`config.mk`:
```
export PLATFORM = sky130hd
export DESIGN_NAME = med_seq
export DESIGN_NICKNAME = d
export VERILOG_FILES = /design/src/rtl/med_seq.sv
export SDC_FILE = /design/constraint.sdc
export NUM_CORES = 1
export LEC_CHECK = 0
export ABC_AREA = 1
export CORE_ASPECT_RATIO = 0.75
export CORE_UTILIZATION = 40
export DETAILED_ROUTE_END_ITERATION = 7
export PLACE_DENSITY_LB_ADDON = 0.12
export SYNTH_ARGS = -nofsm -noshare
export SYNTH_HDL_FRONTEND = slang
export SYNTH_SLANG_ARGS = --single-unit
export TNS_END_PERCENT = 1
```
`constraint.sdc`:
```
create_clock -name CLK -period 7.85 [get_ports CLK]
set_input_delay 0.785 -clock CLK [delete_from_list [all_inputs] [get_ports CLK]]
set_output_delay 0.785 -clock CLK [all_outputs]
set_load 0.005 [all_outputs]
```
`src/rtl/med_seq.sv`:
```
// Windowed median filter: collects NB_PIXEL pixels, then finds the median by
// repeated max-extraction, one compare per cycle. Bypass returns the centre pixel.
//   state   | meaning
//   LOAD    | accepting pixels, RDY=1
//   COMPUTE | max-extraction passes, RDY=0
module med_seq #(
  parameter int SIZE     = 8,
  parameter int NB_PIXEL = 9
) (
  input  logic            CLK,
  input  logic            RST,
  input  logic [SIZE-1:0] DI,
  input  logic            DSI,
  input  logic            BYP,
  output logic            RDY,
  output logic [SIZE-1:0] DO,
  output logic            DSO
);

  localparam int CW    = $clog2(NB_PIXEL) + 1;
  localparam int IW    = $clog2(NB_PIXEL);
  localparam int M_IDX = (NB_PIXEL - 1) / 2;
  localparam logic [CW-1:0] LAST_IDX = CW'(NB_PIXEL - 1);
  localparam logic [CW-1:0] M_PASS   = CW'(M_IDX);

  typedef enum logic {LOAD, COMPUTE} state_t;

  state_t          state_q, state_d;
  logic [CW-1:0]   cnt_q, cnt_d;
  logic [CW-1:0]   pass_q, pass_d;
  logic [CW-1:0]   idx_q, idx_d;
  logic            byp_q, byp_d;
  logic [SIZE-1:0] acc_q, acc_d;
  logic [IW-1:0]   acc_idx_q, acc_idx_d;
  logic [SIZE-1:0] do_q, do_d;
  logic            dso_q, dso_d;
  logic [SIZE-1:0] pix_q [NB_PIXEL];
  logic [SIZE-1:0] pix_d [NB_PIXEL];

  logic [SIZE-1:0] cand;
  logic            take;
  logic [SIZE-1:0] new_acc;
  logic [IW-1:0]   new_idx;
  logic [CW-1:0]   last;

  always_ff @(posedge CLK) begin
    if (RST) begin
      state_q   <= LOAD;
      cnt_q     <= '0;
      pass_q    <= '0;
      idx_q     <= '0;
      byp_q     <= 1'b0;
      acc_q     <= '0;
      acc_idx_q <= '0;
      do_q      <= '0;
      dso_q     <= 1'b0;
      pix_q     <= '{default: '0};
    end else begin
      state_q   <= state_d;
      cnt_q     <= cnt_d;
      pass_q    <= pass_d;
      idx_q     <= idx_d;
      byp_q     <= byp_d;
      acc_q     <= acc_d;
      acc_idx_q <= acc_idx_d;
      do_q      <= do_d;
      dso_q     <= dso_d;
      pix_q     <= pix_d;
    end
  end

  always_comb begin
    state_d   = state_q;
    cnt_d     = cnt_q;
    pass_d    = pass_q;
    idx_d     = idx_q;
    byp_d     = byp_q;
    acc_d     = acc_q;
    acc_idx_d = acc_idx_q;
    do_d      = do_q;
    dso_d     = 1'b0;
    pix_d     = pix_q;

    cand    = pix_q[idx_q[IW-1:0]];
    // strict compare keeps the earliest of equal maxima, so a tie removes one slot
    take    = (idx_q == '0) || (cand > acc_q);
    new_acc = take ? cand : acc_q;
    new_idx = take ? idx_q[IW-1:0] : acc_idx_q;
    last    = LAST_IDX - pass_q;

    case (state_q)
      LOAD: begin
        if (DSI) begin
          pix_d[cnt_q[IW-1:0]] = DI;
          if (cnt_q == '0) byp_d = BYP;
          if (cnt_q == LAST_IDX) begin
            cnt_d = '0;
            if (byp_q) begin
              do_d  = pix_q[M_IDX];
              dso_d = 1'b1;
            end else begin
              state_d = COMPUTE;
              pass_d  = '0;
              idx_d   = '0;
            end
          end else begin
            cnt_d = cnt_q + CW'(1);
          end
        end
      end
      COMPUTE: begin
        acc_d     = new_acc;
        acc_idx_d = new_idx;
        if (idx_q == last) begin
          idx_d = '0;
          if (pass_q == M_PASS) begin
            do_d    = new_acc;
            dso_d   = 1'b1;
            state_d = LOAD;
          end else begin
            // drop the max by overwriting it with the tail candidate; the live set shrinks by one
            pix_d[new_idx] = cand;
            pass_d         = pass_q + CW'(1);
          end
        end else begin
          idx_d = idx_q + CW'(1);
        end
      end
      default: state_d = LOAD;
    endcase
  end

  assign RDY = (state_q == LOAD) && !RST;
  assign DO  = do_q;
  assign DSO = dso_q;

endmodule

```
==> results of run 1 <==
[layer usage]
metal	part of all wire, %	track usage [%]	wire (µm)
met3	6.9	4.37	1590
met5	0	0	0
met1	51	38.7	11600
met2	40	36.2	9160
met4	2.3	7.75	530
[worst paths after layout]
kind	from	to	slack, ns	cells past startpoint
worst min-delay path	acc_idx_q[2]	acc_idx_q[2]	0.50	2
worst min register to register	acc_idx_q[2]	acc_idx_q[2]	0.50	2
worst max register to register	idx_q[1]	pix_q[25]	3.16	21
worst max-delay path	idx_q[1]	pix_q[25]	3.16	21
[power groups by stage]
stage          logic (mW)  clock network, mW  registers [mW]
3_3_place_gp        0.133                  0           0.589
5_1_grt             0.154              0.491           0.577
4_1_cts             0.134              0.472           0.576
6_report            0.136              0.461           0.576
2_1_floorplan      0.0966                  0           0.587
3_5_place_dp        0.133                  0           0.589
[sequential cells by signal (all words and copies together), names as in the netlist]
| register | flops |
|---|---|
| byp_q | 1 |
| pass_q | 5 |
| acc_q | 8 |
| cnt_q | 5 |
| idx_q | 5 |
| acc_idx_q | 4 |
| pix_q | 72 |
| state_q | 1 |
| DO | 8 |
| DSO | 1 |
[stage by stage]
step / cell area [µm²] / utilization (%)
4_1_cts: 7830 / 44.1
3_3_place_gp: 7540 / 42.5
5_1_grt: 7830 / 44.1
2_1_floorplan: 7310 / -
3_5_place_dp: 7540 / 42.5
6_report: 7830 / 44.1
[critical path, delay by kind of cell (launching register included)]
family,cells,cell delay (ns)
AND/OR/NAND/NOR,15,2.19
flip-flops,1,0.98
AO/OA/AOI/OAI,4,0.70
buffers and inverters,1,0.41
adder cells (fa/ha/maj),1,0.32
[kinds of logic after synthesis]
group	Yosys count
AO/OA/AOI/OAI	145
buffers and inverters	192
adder cells (fa/ha/maj)	16
AND/OR/NAND/NOR	721
flip-flops	110
XOR/XNOR	8
[cell usage in the layout, fill, tap and decap left out, types with 3 or more instances in the layout]
cell type,synthesis,layout
nor3b_1,3,3
nor2_8,6,6
nand3_1,118,118
ha_1,16,16
nand2_1,345,345
nand2_4,17,17
inv_2,6,6
inv_1,132,132
a21oi_1,72,72
o22ai_1,11,11
nor2_2,8,8
o21ai_0,55,55
dfxtp_1,110,110
xnor2_1,3,3
clkbuf_16,0,9
clkdlybuf4s50_1,0,21
nor2_1,186,186
nand2_2,21,21
xor2_1,5,5
nor3_1,6,6
buf_4,2,4
[cells in the mapped netlist (all sizes together) (2+ instances only)]
library cell,count
a21oi,74
buf,33
clkbuf,20
dfxtp,110
ha,16
inv,138
nand2,385
nand3,120
nand4,3
nor2,201
nor3,6
nor3b,3
nor4,2
o211ai,2
o21ai,57
o22ai,11
xnor2,3
xor2,5
[cell type report]
cell class                 count  area (µm²)  share of cell area (%)
sequential                   110        2200                    28.1
tap                          242         303                    3.87
clock buffer                  10         239                    3.05
inverter                     139         522                    6.66
timing repair buffer          25         240                    3.07
multi-input combinational    890        4280                    54.6
clock inverter                 6        46.3                   0.591
==> results.json, run 1 <==
{
  "worst_skew_pair.late_latency_ns": 0.37,
  "setup-violations-final": 0,
  "clock_tree.htree_level_count": 3,
  "dpl.cell_count": 1406,
  "timing_hold_violations_final": 0,
  "power.share.clock_pct": 39.3,
  "synth_simple_gate_area_share_pct": 44.5,
  "syn_inst": 1192,
  "globalplace.congestion": 0.902,
  "drt.antenna.violating_nets": 0,
  "vdd.ir_drop.worst_mv": 0.0905,
  "synth_area_mm2": 0.00731,
  "synth.yosys.warnings": 0,
  "critPathLaunchType": "register",
  "worstPathRequired_ns": 8.15,
  "power_report.internal_total_mw": 0.837,
  "synth_compound_gate_area_share_pct": 10.3,
  "synth_top_area_share_pct": 30.1,
  "grt_max_degree": 91,
  "pwr_density_cell_mw_per_mm2": 150,
  "synth_edf_count": 0,
  "floorplan.die_area_mm2": 0.0188,
  "timing.critical_path.mode_cell": "nand2_1",
  "rsz0062_at_grt": "false",
  "power.share.combinational_pct": 11.6,
  "drt-total-wl_um": 22900,
  "grt_first_pass_wirelength_um": 36200,
  "cts_repair_resize_count": 0,
  "netSwitchingFraction_pct": 28.6,
  "timing_worst_setup_path_type": "register to register",
  "design.core.area_mm2": 0.0178,
  "slew_violations": 0,
  "critical-path-max-stage-delay_ns": 0.98,
  "fillCellCount": 1957,
  "crit_chain": "inv_2, a21oi_1, o21ai_0, nand3_1, nand3_1, o21ai_0, ha_1, a21o_1, nor2_1, nand2_1, nand2_4, nand2_4, nand2_1, nand2_2, nor2_8, nand2_1, nand2_1, nand2_2, nand2_1, nand2_1, nor2_1",
  "post_drt_via_cell_ratio": 4.96,
  "highest_attainable_clock_frequency_mhz": 213,
  "cts_inserted_buffers": 9,
  "drcViolationCount": 0,
  "post_synthesis_xor_xnor_area_fraction_pct": 0.959,
  "synth_area_leaders": "dfxtp_1 (30%), nand2_1 (18%), nor2_1 (9.6%)",
  "fin_crit_ns": 4.69,
  "nNetsFinal": 1203,
  "post_synth_mux_area_share_pct": 0,
  "timing.critical_path.fanout_max": 36,
  "post_route_cells_drive_above_1_share_pct": 7.37,
  "drv.max_cap_violation_count": 0,
  "worst_pin_slew_ns": 1.26,
  "holdCritPathClass": "register to register",
  "clock-root-buffer": "clkbuf_16",
  "buffer_ports.inserted": 21,
  "floorplan.initialDensity_pct": 41.2,
  "leakagePower_nw": 3.88,
  "critical-path-slowest-cell": "dfxtp_1",
  "clock_path_buffers": 2,
  "tritoncts_sinks": 110,
  "outcome": "complete, no violations",
  "setup-tns-final_ns": 0,
  "synth-seq-area-share_pct": 30.1,
  "instances_no_fill": 1422,
  "finalPower_mw": 1.17,
  "vias": 7060,
  "timing.hold.ws_ns": 0.498,
  "synthToLayoutAreaGrowth_pct": 7.10,
  "post_cts_setup_buffers": 0,
  "synth_top_family_by_area": "simple AND/OR/NAND/NOR gates",
  "die_y_um": 119,
  "die_x_um": 158,
  "post-dp-hpwl_um": 15300,
  "post_place_setup_slack_ns": 3.22,
  "timing.critical_path.to_type": "register",
  "mappedNetlistNets": 1220,
  "postSynth.topFlopCell": "dfxtp_1",
  "syn_area_per_cell_um2": 6.13,
  "ffs_w_async_s_r_synth_pct": 0,
  "diodes": 0,
  "row_count": 42,
  "grt_remaining_overflow": 0,
  "synth-adder-area-share_pct": 2.74,
  "drt_first_iter_violations": 584,
  "cts_tree": "built",
  "slew-limit-headroom_pct": 15.5,
  "critical_path_arrival_ns": 5.00,
  "gr-usage-all-layers_pct": 25.6,
  "yosysUniqueCellTypes": 37,
  "grt_pass1_vias": 6315,
  "post-route-period-util_pct": 59.8,
  "number_of_antenna_violations_at_the_first_check_in_global_routing": 0,
  "library_cell_with_the_largest_summed_area_after_synthesis": "dfxtp_1",
  "floorplan.io_pins": 22,
  "cts_hold_buffers": 0,
  "drt_pass1_iterations": 5,
  "power_switching_mw": 0.336,
  "final_skew_ns": 0.00768,
  "ys_seq_elements": 110,
  "route.detailed.wl_per_inst_um": 16.1,
  "clk_transition_reported_paths_ns": 0.08,
  "post_layout_worst_setup_margin_ns": 3.16,
  "pwr-share-seq_pct": 49.1
}
(Power assumes the default switching activity.)
==> inputs of run 2 (changes only) <==
==> constraint.sdc (replaced) <==
create_clock -name CLK -period 4.75 [get_ports CLK]
set_input_delay 0.475 -clock CLK [delete_from_list [all_inputs] [get_ports CLK]]
set_output_delay 0.475 -clock CLK [all_outputs]
set_load 0.005 [all_outputs]
==> run 2 against run 1 <==
Die area did not move. Count of clock-buffer cells in the layout fell by 1. Flip-flop and latch count did not move. Wire length fell by 0.53%. Register-to-register slack got worse by 2.4 ns. Hold slack improved by 0.0034 ns.
==> results.json, run 2 (synthesis results as in run 1) <==
{
  "outcome": "complete, no violations",
  "timing.critical_path.mode_cell": "nand2_1",
  "drt-total-wl_um": 22800,
  "synthToLayoutAreaGrowth_pct": 7.38,
  "critical-path-max-stage-delay_ns": 0.48,
  "finalPower_mw": 1.92,
  "max_reg_flops": 72,
  "slew-limit-headroom_pct": 13.1,
  "dpl.cell_count": 1410,
  "post_drt_via_cell_ratio": 5.01,
  "leakagePower_nw": 3.89,
  "clock-root-buffer": "clkbuf_16",
  "post_route_cells_drive_above_1_share_pct": 7.69,
  "route.detailed.wl_per_inst_um": 16.0,
  "drt_first_iter_violations": 716,
  "holdCritPathClass": "register to register",
  "post_cts_setup_buffers": 0,
  "grt_remaining_overflow": 0,
  "timing.critical_path.buf_inv": 2,
  "regMostFlops": "pix_q",
  "drcViolationCount": 0,
  "cts_repair_resize_count": 0,
  "layout.cell_area.non_filler_mm2": 0.00785,
  "clock_tree.htree_level_count": 3,
  "buffer_ports.inserted": 21,
  "cts_tree": "built",
  "diodes": 0,
  "critical-path-slowest-cell": "nor2_8",
  "vias": 7140,
  "setup-tns-final_ns": 0,
  "worst_skew_pair.late_latency_ns": 0.36,
  "tritoncts_sinks": 110,
  "cts_inserted_buffers": 9,
  "gr-usage-all-layers_pct": 25.5,
  "floorplan.die_area_mm2": 0.0188,
  "met2_wirelength_um": 9370,
  "post-dp-hpwl_um": 15500,
  "critical_path_arrival_ns": 4.29,
  "grt_pass1_vias": 6344,
  "postPlaceCellArea_mm2": 0.00757,
  "fin_crit_ns": 3.99,
  "clk_transition_reported_paths_ns": 0.08,
  "worstPathRequired_ns": 5.05,
  "row_count": 42,
  "grt_max_degree": 56,
  "met3WireLength_um": 1650,
  "die_x_um": 158,
  "die_y_um": 119,
  "drt.antenna.violating_nets": 0,
  "timing_hold_violations_final": 0,
  "vdd.ir_drop.worst_mv": 0.152,
  "timing.critical_path.to_type": "register",
  "drt_pass1_iterations": 5,
  "floorplan.initialDensity_pct": 41.2,
  "mostFrequentLayoutCells": "nand2_1 (345), nor2_1 (186), inv_1 (132), nand3_1 (118), dfxtp_1 (110)",
  "final_common_cell": "nand2_1",
  "top_layer_used": "met4",
  "timing_worst_setup_path_type": "register to register",
  "grt_first_pass_wirelength_um": 36300,
  "cts_hold_buffers": 0,
  "rsz0062_at_grt": "false",
  "floorplan.io_pins": 22,
  "final_skew_ns": 0.00848,
  "pwr_density_cell_mw_per_mm2": 244,
  "crit_chain": "buf_4, a21oi_1, o21ai_0, nand3_1, nand3_1, nand2_1, ha_1, nand2_1, inv_2, nand2_1, nand2_1, nand2_1, nand2_1, nand2_4, nand2_4, nand2_1, nand2_2, nor2_8, nand2_1, nand2_1, nand2_2, nand2_1, nand2_1, nor2_1",
  "post-route-period-util_pct": 84.0,
  "design.core.area_mm2": 0.0178,
  "worst_pin_slew_ns": 1.30,
  "drv.max_cap_violation_count": 0,
  "timing.critical_path.fanout_max": 38,
  "clock_path_buffers": 2,
  "highest_attainable_clock_frequency_mhz": 251,
  "number_of_antenna_violations_at_the_first_check_in_global_routing": 0,
  "timing.critical_path.max_delay_family": "simple AND/OR/NAND/NOR gates",
  "critPathLaunchType": "register",
  "instances_no_fill": 1426,
  "detail_route.wirelength.met1_um": 11400,
  "globalplace.congestion": 0.904,
  "timing.hold.ws_ns": 0.501,
  "slew_violations": 0,
  "setup-violations-final": 0,
  "nNetsFinal": 1207
}
==> run 2: cell type report <==
cell class,instances,area (µm²)
Fill cell,1936,9910
Multi-Input combinational cell,890,4280
Sequential cell,110,2200
Inverter,139,522
Tap cell,242,303
Timing Repair Buffer,29,270
Clock buffer,9,225
Clock inverter,7,50.0
==> run 2: metrics by stage <==
| step | utilization [%] | worst slack [ns] |
|---|---|---|
| floorplan | - | 1.74 |
| global placement | 42.6 | 0.910 |
| detailed placement | 42.6 | 0.885 |
| CTS | 44.2 | 0.848 |
| global route | 44.2 | 0.341 |
| finish | 44.2 | 0.759 |
==> run 2: layer usage <==
layer,vias to the layer above,GRT usage [%]
li1,3693,-
met1,3198,38.1
met2,215,37.2
met3,34,4.77
met4,0,5.95
met5,-,0
==> run 2: where the power goes <==
part | internal, mW | total (mW) | switching [mW] | leakage (nW)
clock network | 0.358 | 0.740 | 0.382 | 0.128
logic | 0.0673 | 0.223 | 0.156 | 2.87
registers | 0.942 | 0.953 | 0.0106 | 0.890
==> run 2: tightest hold or removal path: stages, from the launching register on <==
cell and delay [ns]:
dfxtp_1 0.31, inv_1 0.06, o22ai_1 0.08
==> run 2: final timing paths <==
path | startpoint | endpoint | slack (ns) | depth (start not counted)
hold / removal | acc_idx_q[3] | acc_idx_q[3] | 0.50 | 2
setup reg to reg | idx_q[0] | pix_q[26] | 0.76 | 24
setup / recovery | idx_q[0] | pix_q[26] | 0.76 | 24
hold reg to reg | acc_idx_q[3] | acc_idx_q[3] | 0.50 | 2
